File: config.mk
export PLATFORM = sky130hd
export DESIGN_NAME = pll_lock_supervisor
export DESIGN_NICKNAME = d
export VERILOG_FILES = /design/src/rtl/pll_sup_pkg.sv /design/src/rtl/sync_2ff.sv /design/src/rtl/pll_lock_supervisor.sv
export SDC_FILE = /design/constraint.sdc
export NUM_CORES = 1
export LEC_CHECK = 0
export BUFFER_PORTS_ARGS = -buffer_cell sky130_fd_sc_hd__buf_2
export CORE_MARGIN = 2
export CORE_UTILIZATION = 64
export CTS_CLUSTER_DIAMETER = 60
export DETAILED_ROUTE_END_ITERATION = 10
export PLACE_DENSITY = 0.83
export SYNTH_ARGS = -nofsm -noshare
export SYNTH_HDL_FRONTEND = slang
export SYNTH_SLANG_ARGS = --single-unit
File: constraint.sdc
create_clock -name clock -period 4.8 [get_ports clock]
set_input_delay 0.24 -clock clock [delete_from_list [all_inputs] [get_ports clock]]
set_output_delay 0.24 -clock clock [all_outputs]
set_load 0.01 [all_outputs]
File: src/rtl/pll_sup_pkg.sv
// Shared types and helpers for the PLL lock supervisor.
package pll_sup_pkg;

  typedef enum logic [2:0] {
    RESET_PLL = 3'd0,
    WAIT_LOCK = 3'd1,
    STABLE    = 3'd2,
    RELEASE   = 3'd3,
    RUN       = 3'd4,
    FAULT     = 3'd5
  } state_t;

  // Width needed to count up to the largest of the four cycle parameters.
  function automatic int clog2_max(input int a, input int b, input int c, input int d);
    int m;
    m = a;
    if (b > m) m = b;
    if (c > m) m = c;
    if (d > m) m = d;
    return $clog2(m + 1);
  endfunction

endpackage

File: src/rtl/sync_2ff.sv
// Generic two-flop synchroniser, async active-low reset to 0.
module sync_2ff #(
  parameter int WIDTH = 1
) (
  input  logic             clock,
  input  logic             reset_n,
  input  logic [WIDTH-1:0] d,
  output logic [WIDTH-1:0] q
);

  logic [WIDTH-1:0] meta;

  always_ff @(posedge clock or negedge reset_n) begin
    if (!reset_n) begin
      meta <= '0;
      q    <= '0;
    end else begin
      meta <= d;
      q    <= meta;
    end
  end

endmodule

File: src/rtl/pll_lock_supervisor.sv
// PLL lock supervisor: drives PLL RST, filters LOCK, retries on timeout and
// releases downstream domain resets in staggered order once lock is stable.
module pll_lock_supervisor
  import pll_sup_pkg::*;
#(
  parameter int N_DOMAINS     = 3,
  parameter int RST_CYCLES    = 16,
  parameter int LOCK_TIMEOUT  = 250000,
  parameter int STABLE_CYCLES = 1024,
  parameter int STAGGER       = 8,
  parameter int MAX_RETRIES   = 3
) (
  input  logic                               clock,
  input  logic                               reset_n,
  input  logic                               pll_locked,
  input  logic                               restart,
  output logic                               pll_rst,
  output logic [N_DOMAINS-1:0]               domain_rst_n,
  output logic                               ready,
  output logic                               fault,
  output logic [$clog2(MAX_RETRIES+1)-1:0]   retry_count,
  output logic [2:0]                         state_dbg
);

  localparam int RW = $clog2(MAX_RETRIES + 1);
  localparam int CW = clog2_max(RST_CYCLES, LOCK_TIMEOUT, STABLE_CYCLES, STAGGER * N_DOMAINS);

  state_t                state, state_nxt;
  logic [CW-1:0]         cnt;
  logic [RW-1:0]         retry_nxt, retry_inc;
  logic [N_DOMAINS-1:0]  mask, mask_nxt;
  logic                  lock_s, enter, counting;

  sync_2ff #(.WIDTH(1)) u_lock_sync (
    .clock   (clock),
    .reset_n (reset_n),
    .d       (pll_locked),
    .q       (lock_s)
  );

  assign retry_inc = (retry_count == RW'(MAX_RETRIES)) ? retry_count : retry_count + RW'(1);

  always_comb begin
    state_nxt = state;
    retry_nxt = retry_count;
    mask_nxt  = mask;
    case (state)
      RESET_PLL: if (cnt == CW'(RST_CYCLES - 1)) state_nxt = WAIT_LOCK;
      WAIT_LOCK: begin
        if (lock_s) state_nxt = STABLE;
        else if (cnt == CW'(LOCK_TIMEOUT - 1)) begin
          retry_nxt = retry_inc;
          state_nxt = (retry_inc == RW'(MAX_RETRIES)) ? FAULT : RESET_PLL;
        end
      end
      STABLE: begin
        if (!lock_s) state_nxt = WAIT_LOCK;
        else if (cnt == CW'(STABLE_CYCLES - 1)) state_nxt = RELEASE;
      end
      RELEASE: begin
        if (!lock_s) begin
          retry_nxt = retry_inc;
          state_nxt = (retry_inc == RW'(MAX_RETRIES)) ? FAULT : RESET_PLL;
        end else begin
          for (int k = 0; k < N_DOMAINS; k++)
            if (cnt == CW'(STAGGER * (k + 1) - 1)) mask_nxt[k] = 1'b1;
          if (cnt == CW'(STAGGER * N_DOMAINS - 1)) state_nxt = RUN;
        end
      end
      RUN: begin
        if (!lock_s) begin
          retry_nxt = retry_inc;
          state_nxt = (retry_inc == RW'(MAX_RETRIES)) ? FAULT : RESET_PLL;
        end
      end
      FAULT:   ;
      default: state_nxt = RESET_PLL;
    endcase
    // Domains may only be out of reset while releasing or running.
    if (state_nxt != RELEASE && state_nxt != RUN) mask_nxt = '0;
    if (state_nxt == RUN) retry_nxt = '0;
    if (restart) begin
      state_nxt = RESET_PLL;
      retry_nxt = '0;
      mask_nxt  = '0;
    end
  end

  assign enter    = restart || (state_nxt != state);
  assign counting = (state == RESET_PLL) || (state == WAIT_LOCK) ||
                    (state == STABLE)    || (state == RELEASE);

  always_ff @(posedge clock or negedge reset_n) begin
    if (!reset_n) begin
      state       <= RESET_PLL;
      cnt         <= '0;
      retry_count <= '0;
      mask        <= '0;
      pll_rst     <= 1'b1;
      ready       <= 1'b0;
      fault       <= 1'b0;
    end else begin
      state       <= state_nxt;
      if (enter)         cnt <= '0;
      else if (counting) cnt <= cnt + CW'(1);
      retry_count <= retry_nxt;
      mask        <= mask_nxt;
      pll_rst     <= (state_nxt == RESET_PLL) || (state_nxt == FAULT);
      ready       <= (state_nxt == RUN);
      fault       <= (state_nxt == FAULT);
    end
  end

  assign domain_rst_n = mask;
  assign state_dbg    = state;

endmodule

==> reports/qor.yml, run 1 <==
routed_wl_um: 4230
leading_cell_type_in_the_layout_fill_and_taps_excluded: "sky130_fd_sc_hd__nor2_1"
drv_slew: 0
critical_path_arrival_ns: 3.39
insertion_delay_ns: 0.34
worst-setup-path-type: "flop to flop"
top_area_cell_type_share_of_the_netlist_area_pct: 39.9
die_area_um2: 3390
stdcell_count: 265
first_pass_grt_wire_length_um: 7120
synth-seq-cells: 31
core_um2: 2780
route.vias.total: 1695
globalRouteTotalUtil_pct: 27.9
post-synth-top-area-cell: "sky130_fd_sc_hd__dfrtp_1"
pin_count: 15
cp_data_required_time_ns: 5.06
worst_pin_slew_ns: 1.17
fin_setup_tns_ns: 0
hold_viol: 0
initial_utilization_pct: 67.7
min_delay_path_depth: 2
cts.repair_timing.setup_buffer_count: 0
timing.reg2reg.setup_slack_ns: 1.68
first_iter_violations: 106
min_to: "retry_count[0]$_DFFE_PN0P_"
drc: 0
r2r-end: "cnt[3]$_DFFE_PN0P_"
worstSetupEndpointType: "flop"
critical_path.slowest_cell: "sky130_fd_sc_hd__o22ai_1"
synth_edf_count: 0
clk_path_buf_depth: 2
final_critical_path_setup_slack_ns: 1.68
number_of_max_cap_violations: 0
vdd.ir_drop.worst_mv: 0.267
die_width_um: 58.2
route.detailed.wl_per_inst_um: 16.0
fmaxAchievable_mhz: 320
detailedPlacementHpwl_um: 3040
grt_start_max_net_pins: 32
globalRoute.totalOverflow: 0
finalSetupViolations: 0
finalCriticalPeriod_ns: 3.12
timing.critical_path.fanout_max: 16
outcome: "finished clean"
min_period_over_period_pct: 65.1
firstDrtPassIters: 4
num-nets-final: 238
htree_num_levels: 2
number_of_antenna_violations_at_the_first_check_in_global_routing: 0
placement_rows: 19
insertedDiodeCount: 0
synthFlopType: "sky130_fd_sc_hd__dfrtp_1"
slew-limit-headroom_pct: 22.3
placed_cells_incl_taps: 255
netlist_area_before_placement_um2: 1880
number_of_buffer_cells_added_on_primary_ports: 14
mappedNetlistNets: 223
path_buf_inv: 0
number_of_buffers_created_by_cts: 5
routability_driven_placement_congestion_ratio: 0.899
synth-async-reset-ratio_pct: 100
worst_path_dominant_cell_family: "compound AO/OA/AOI/OAI gates"
first_global_vias: 1592
cp-startpoint: "cnt[9]$_DFFE_PN0P_"
clk_pin_slew_ns: 0.11
clk_root_buffer_cell: "sky130_fd_sc_hd__clkbuf_4"
avgSynthCellArea_um2: 8.63
finalClockSkew_ns: 0.0176
fin_util_pct: 72.9
share_of_cells_above_drive_strength_1_pct: 15.0
grt_setup_unrepaired: "false"
start_kind: "flop"
cts_num_sinks: 31
power.density_cell_area_nw_per_um2: 216
post_synth_main_area_contributors: "sky130_fd_sc_hd__dfrtp_1, sky130_fd_sc_hd__nor2_1, sky130_fd_sc_hd__nand2_1"
layout_area_growth_over_synthesis_pct: 7.78
final_cell_mix: "sky130_fd_sc_hd__nor2_1, sky130_fd_sc_hd__dfrtp_1, sky130_fd_sc_hd__nand2_1, sky130_fd_sc_hd__buf_2, sky130_fd_sc_hd__nand3_1"
crit_chain: "or4_4 > nor4_2 > a311oi_1 > o22ai_1 > o21ai_0 > nor2_1"
timing.hold.worst.class: "input port to flop"
leakage_nw: 0.862
viasPerCell: 6.40
timing.hold.worst.start: "restart"
antenna_left: 0
r2r.worst_path.cells: 6
cpPeakStageDelay_ns: 0.93
synth_sequential_area_ratio_pct: 41.3
postSynthCellCount: 218
yosys.cell_types.count: 52
dpl_worst_slack_ns: 1.81
cts_tree: "yes"
r2r_start: "cnt[9]$_DFFE_PN0P_"
synthesis.yosys.warnings: 0
fp.dieH_um: 58.2
-- area by class of cell --
type,instances,area [µm²]
multi-input combinational,174,1050
sequential,31,777
fill,219,753
timing repair buffer,16,90.1
clock buffer,6,41.3
tap,31,38.8
inverter,5,18.8
clock inverter,2,12.5
-- worst max path at each step --
stage	end	slack, ns	cells past startpoint
2_1_floorplan	retry_count[0]$_DFFE_PN0P_	2.34	6
3_3_place_gp	cnt[3]$_DFFE_PN0P_	1.93	6
3_5_place_dp	cnt[3]$_DFFE_PN0P_	1.81	6
4_1_cts	cnt[3]$_DFFE_PN0P_	1.78	6
5_1_grt	cnt[3]$_DFFE_PN0P_	1.52	6
6_report	cnt[3]$_DFFE_PN0P_	1.68	6
-- registers in the layout (all words and copies together) (netlist names) --
| register | cells |
|---|---|
| fault | 1 |
| cnt | 18 |
| ready | 1 |
| pll_rst | 1 |
| domain_rst_n | 3 |
| state_dbg | 3 |
| u_lock_sync.q | 1 |
| retry_count | 2 |
| u_lock_sync.meta | 1 |
-- cell usage after synthesis (5+ instances only) --
library cell	count
sky130_fd_sc_hd__nor3_1	8
sky130_fd_sc_hd__clkbuf_1	5
sky130_fd_sc_hd__nor2_1	39
sky130_fd_sc_hd__nor2b_1	5
sky130_fd_sc_hd__a21oi_1	5
sky130_fd_sc_hd__nand2_1	25
sky130_fd_sc_hd__dfrtp_1	30
sky130_fd_sc_hd__nand3_1	13
sky130_fd_sc_hd__xnor2_1	10
sky130_fd_sc_hd__o21ai_0	6
sky130_fd_sc_hd__inv_1	5
sky130_fd_sc_hd__xor2_1	5
-- logic make-up after synthesis --
group	synth area share (%)
simple gates	35.6
compound gates	12.6
flops	41.3
xor+xnor	6.98
buf+inv	2.93
fa+ha+maj	0.665
-- through the flow --
stage               total power, mW  cell area (µm²)  hold slack, ns
floorplan                     0.283             1880         -0.0556
detailed placement            0.293             1950           0.313
CTS                           0.444             2030           0.103
global route                  0.459             2030           0.107
global placement              0.292             1950           0.303
finish                        0.438             2030           0.113
-- power by group --
part	internal [mW]	switching, mW	total (mW)
logic	0.00683	0.0134	0.0202
clock network	0.0564	0.0934	0.150
registers	0.264	0.00423	0.268
total	0.327	0.111	0.438
-- what timing repair did --
action | CTS | global route
gates resized for setup | 0 | 0
hold buffers | 2 | 0
hold endpoints to repair | 31 | 0
-- routing by layer --
| metal | share of wire (%) | global-route usage (%) | vias to the layer above |
|---|---|---|---|
| met4 | 1.9 | 11.6 | 0 |
| li1 | - | - | 803 |
| met3 | 7.0 | 6.03 | 10 |
| met5 | 0 | 0 | - |
| met1 | 45 | 40.1 | 817 |
| met2 | 46 | 40.9 | 65 |
No activity file was read; power rests on OpenSTA's default activity.
==> run 2: changes to the inputs <==
--- a/config.mk
+++ b/config.mk
@@ -5,12 +5,13 @@
 export SDC_FILE = /design/constraint.sdc
 export NUM_CORES = 1
 export LEC_CHECK = 0
+export ABC_AREA = 1
 export BUFFER_PORTS_ARGS = -buffer_cell sky130_fd_sc_hd__buf_2
 export CORE_MARGIN = 2
-export CORE_UTILIZATION = 64
+export CORE_UTILIZATION = 59
 export CTS_CLUSTER_DIAMETER = 60
 export DETAILED_ROUTE_END_ITERATION = 10
-export PLACE_DENSITY = 0.83
+export PLACE_DENSITY = 0.78
 export SYNTH_ARGS = -nofsm -noshare
 export SYNTH_HDL_FRONTEND = slang
 export SYNTH_SLANG_ARGS = --single-unit
==> constraint.sdc (replaced) <==
create_clock -name clock -period 3 [get_ports clock]
set_input_delay 0.15 -clock clock [delete_from_list [all_inputs] [get_ports clock]]
set_output_delay 0.15 -clock clock [all_outputs]
set_load 0.01 [all_outputs]
==> run 2 against run 1 <==
Effect of this change: sequential share of layout area down 1.1 points; sequential cell count unchanged; register-to-register slack worse by 0.93 ns; first-iteration DRC count down 10%; setup slack worse by 0.93 ns; sequential power up 60%; clock skew down 0.0093 ns; largest cell class unchanged; highest routed layer unchanged.
==> reports/qor.yml, run 2 <==
outcome: "finished clean"
num-nets-final: 272
grt_start_max_net_pins: 32
cts_num_sinks: 31
insertion_delay_ns: 0.35
globalRoute.totalOverflow: 0
core_um2: 3080
route.vias.total: 1556
leading_cell_type_in_the_layout_fill_and_taps_excluded: "sky130_fd_sc_hd__nor2_1"
slew-limit-headroom_pct: 56.3
number_of_antenna_violations_at_the_first_check_in_global_routing: 0
pin_count: 15
number_of_buffers_created_by_cts: 5
sequential_cell_area_um2: 777
finalSetupViolations: 0
synth_most_common_cell: "sky130_fd_sc_hd__nor2_1"
fp.dieH_um: 61.0
grt_setup_unrepaired: "false"
die_area_um2: 3730
start_kind: "flop"
clk_pin_slew_ns: 0.11
firstDrtPassIters: 5
placement_rows: 20
min_delay_path_depth: 4
clk_root_buffer_cell: "sky130_fd_sc_hd__clkbuf_4"
leakage_nw: 1.02
layout_area_growth_over_synthesis_pct: 8.93
number_of_buffer_cells_added_on_primary_ports: 14
number_of_max_cap_violations: 0
synth-async-reset-ratio_pct: 100
cts.repair_timing.setup_buffer_count: 0
top_area_cell_type_share_of_the_netlist_area_pct: 39.1
initial_utilization_pct: 62.4
share_of_cells_above_drive_strength_1_pct: 19.4
top_register: "cnt"
die_width_um: 61.0
worst-setup-path-type: "flop to flop"
total_power_uw: 711
timing.reg2reg.setup_slack_ns: 0.74
detailedPlacementHpwl_um: 2750
drc: 0
yosys-top-cells-count: "sky130_fd_sc_hd__nor2_1, sky130_fd_sc_hd__nand2_1, sky130_fd_sc_hd__inv_1"
drv_slew: 0
cp_data_required_time_ns: 3.23
avgSynthCellArea_um2: 7.80
path_buf_inv: 1
worst_pin_slew_ns: 0.656
synth_edf_count: 0
insertedDiodeCount: 0
finalClockSkew_ns: 0.00835
min_to: "state_dbg[1]$_DFF_PN0_"
vdd.ir_drop.worst_mv: 0.307
globalRouteTotalUtil_pct: 24.1
first_global_vias: 1489
hold_buffers: 2
fillerInstances: 273
multi_input_comb_area_um2: 968
worst_path_dominant_cell_family: "simple AND/OR/NAND/NOR gates"
timing.critical_path.fanout_max: 18
routability_driven_placement_congestion_ratio: 0.902
first_pass_grt_wire_length_um: 6500
min_period_over_period_pct: 75.2
fin_setup_tns_ns: 0
antenna_left: 0
clk_path_buf_depth: 2
synthesis.yosys.warnings: 0
critical_path_arrival_ns: 2.48
routed_wl_um: 3740
r2r_start: "state_dbg[2]$_DFF_PN0_"
timing.hold.worst.start: "restart"
crit_chain: "inv_2 > nand3_1 > nor2_1 > nand3_1 > nand2_1 > nor2_1 > nand3_2 > nand2_2 > nand2_2 > nand2_2 > nor2_4 > nand2_4 > nor2_1"
first_iter_violations: 95
cts_tree: "yes"
viasPerCell: 4.99
final_cell_mix: "sky130_fd_sc_hd__nor2_1, sky130_fd_sc_hd__nand2_1, sky130_fd_sc_hd__inv_1, sky130_fd_sc_hd__dfrtp_1, sky130_fd_sc_hd__nand3_1"
cts_resized: 0
worstSetupEndpointType: "flop"
route.detailed.wl_per_inst_um: 12.0
htree_num_levels: 2
synthFlopType: "sky130_fd_sc_hd__dfrtp_1"
post_synth_main_area_contributors: "sky130_fd_sc_hd__dfrtp_1, sky130_fd_sc_hd__nor2_1, sky130_fd_sc_hd__nand2_1"
yosys.cell_types.count: 29
netlist_area_before_placement_um2: 1920
post-synth-top-area-cell: "sky130_fd_sc_hd__dfrtp_1"
synth_sequential_area_ratio_pct: 40.5
r2r-end: "cnt[16]$_DFFE_PN0P_"
postSynthCellCount: 246
max_ffs_per_register: 18
critical_path.slowest_cell: "sky130_fd_sc_hd__dfrtp_1"
cpPeakStageDelay_ns: 0.69
hold_viol: 0
mappedNetlistNets: 251
power.density_cell_area_nw_per_um2: 340
r2r.worst_path.cells: 13
finalCriticalPeriod_ns: 2.26
timing.hold.worst.class: "input port to flop"
synth-seq-cells: 31
fmaxAchievable_mhz: 443
==> run 2: cell count changes in the layout (fill, tap and decap cells not counted), sizes merged, moves of 4 or more <==
cell and change:
or4 -4, nor2 +25, xor2 +10, nand2 +26, nor3 -6, nand3 +6, xnor2 -9, nor2b -5
inv +32
==> run 2: cell type report <==
class                           count  area share, %
Multi-Input combinational cell    175           46.3
Sequential cell                    31           37.2
Inverter                           38           6.82
Timing Repair Buffer               16           4.31
Tap cell                           44           2.63
Clock buffer                        5           1.80
Clock inverter                      3          0.958
==> run 2: kinds of logic (layout without fill, tap and decap cells) <==
family | Yosys count | after routing | synth area share [%]
and+or+nand+nor | 146 | 146 | 38.5
buffers and inverters | 40 | 62 | 9.06
DFF | 31 | 31 | 40.5
xor gates and xnor gates | 16 | 16 | 7.30
AOI/OAI and AO/OA | 11 | 11 | 3.46
adders and majority gates | 1 | 1 | 0.652
muxes | 1 | 1 | 0.522
==> run 2: worst max-delay path by stage <==
stage	start	endpoint	slack (ns)	depth (start not counted)
global placement	state_dbg[2]$_DFF_PN0_	cnt[13]$_DFFE_PN0P_	0.78	13
CTS	state_dbg[2]$_DFF_PN0_	cnt[2]$_DFFE_PN0P_	0.76	13
finish	state_dbg[2]$_DFF_PN0_	cnt[16]$_DFFE_PN0P_	0.74	13
detailed placement	state_dbg[2]$_DFF_PN0_	cnt[2]$_DFFE_PN0P_	0.79	13
floorplan	cnt[0]$_DFFE_PN0P_	cnt[8]$_DFFE_PN0P_	1.20	15
global route	state_dbg[2]$_DFF_PN0_	cnt[16]$_DFFE_PN0P_	0.53	13
==> run 2: worst min-delay path: stages <==
cell                      delay [ns]
sky130_fd_sc_hd__buf_2          0.09
sky130_fd_sc_hd__inv_1          0.08
sky130_fd_sc_hd__nand2_1        0.10
sky130_fd_sc_hd__inv_1          0.06
==> run 2: power by group <==
| group | total [mW] | switching [mW] | internal, mW | leakage, nW |
|---|---|---|---|---|
| sequential | 0.428 | 0.00551 | 0.422 | 0.423 |
| clock | 0.248 | 0.159 | 0.0893 | 0.0272 |
| combinational | 0.0346 | 0.0245 | 0.0101 | 0.570 |
| total | 0.711 | 0.189 | 0.522 | 1.02 |
==> run 2: per-layer routing <==
metal	wire length [µm]	GRT usage (%)
met1	1810	31.8
met2	1660	36.6
met3	209	7.77
met4	65	10.2
met5	0	0
==> run 2: stage by stage <==
step                      cell area [µm²]  hold slack (ns)  util [%]  setup slack, ns  std cells
final                                2090            0.155      67.9            0.744        312
after global routing                 2090            0.153      67.9            0.534        312
after CTS                            2090            0.138      67.9            0.759        312
after detailed placement             2010            0.223      65.4            0.794        302
after global placement               2010            0.222      65.4            0.780        302
after floorplan                      1920           -0.146         -             1.20        246
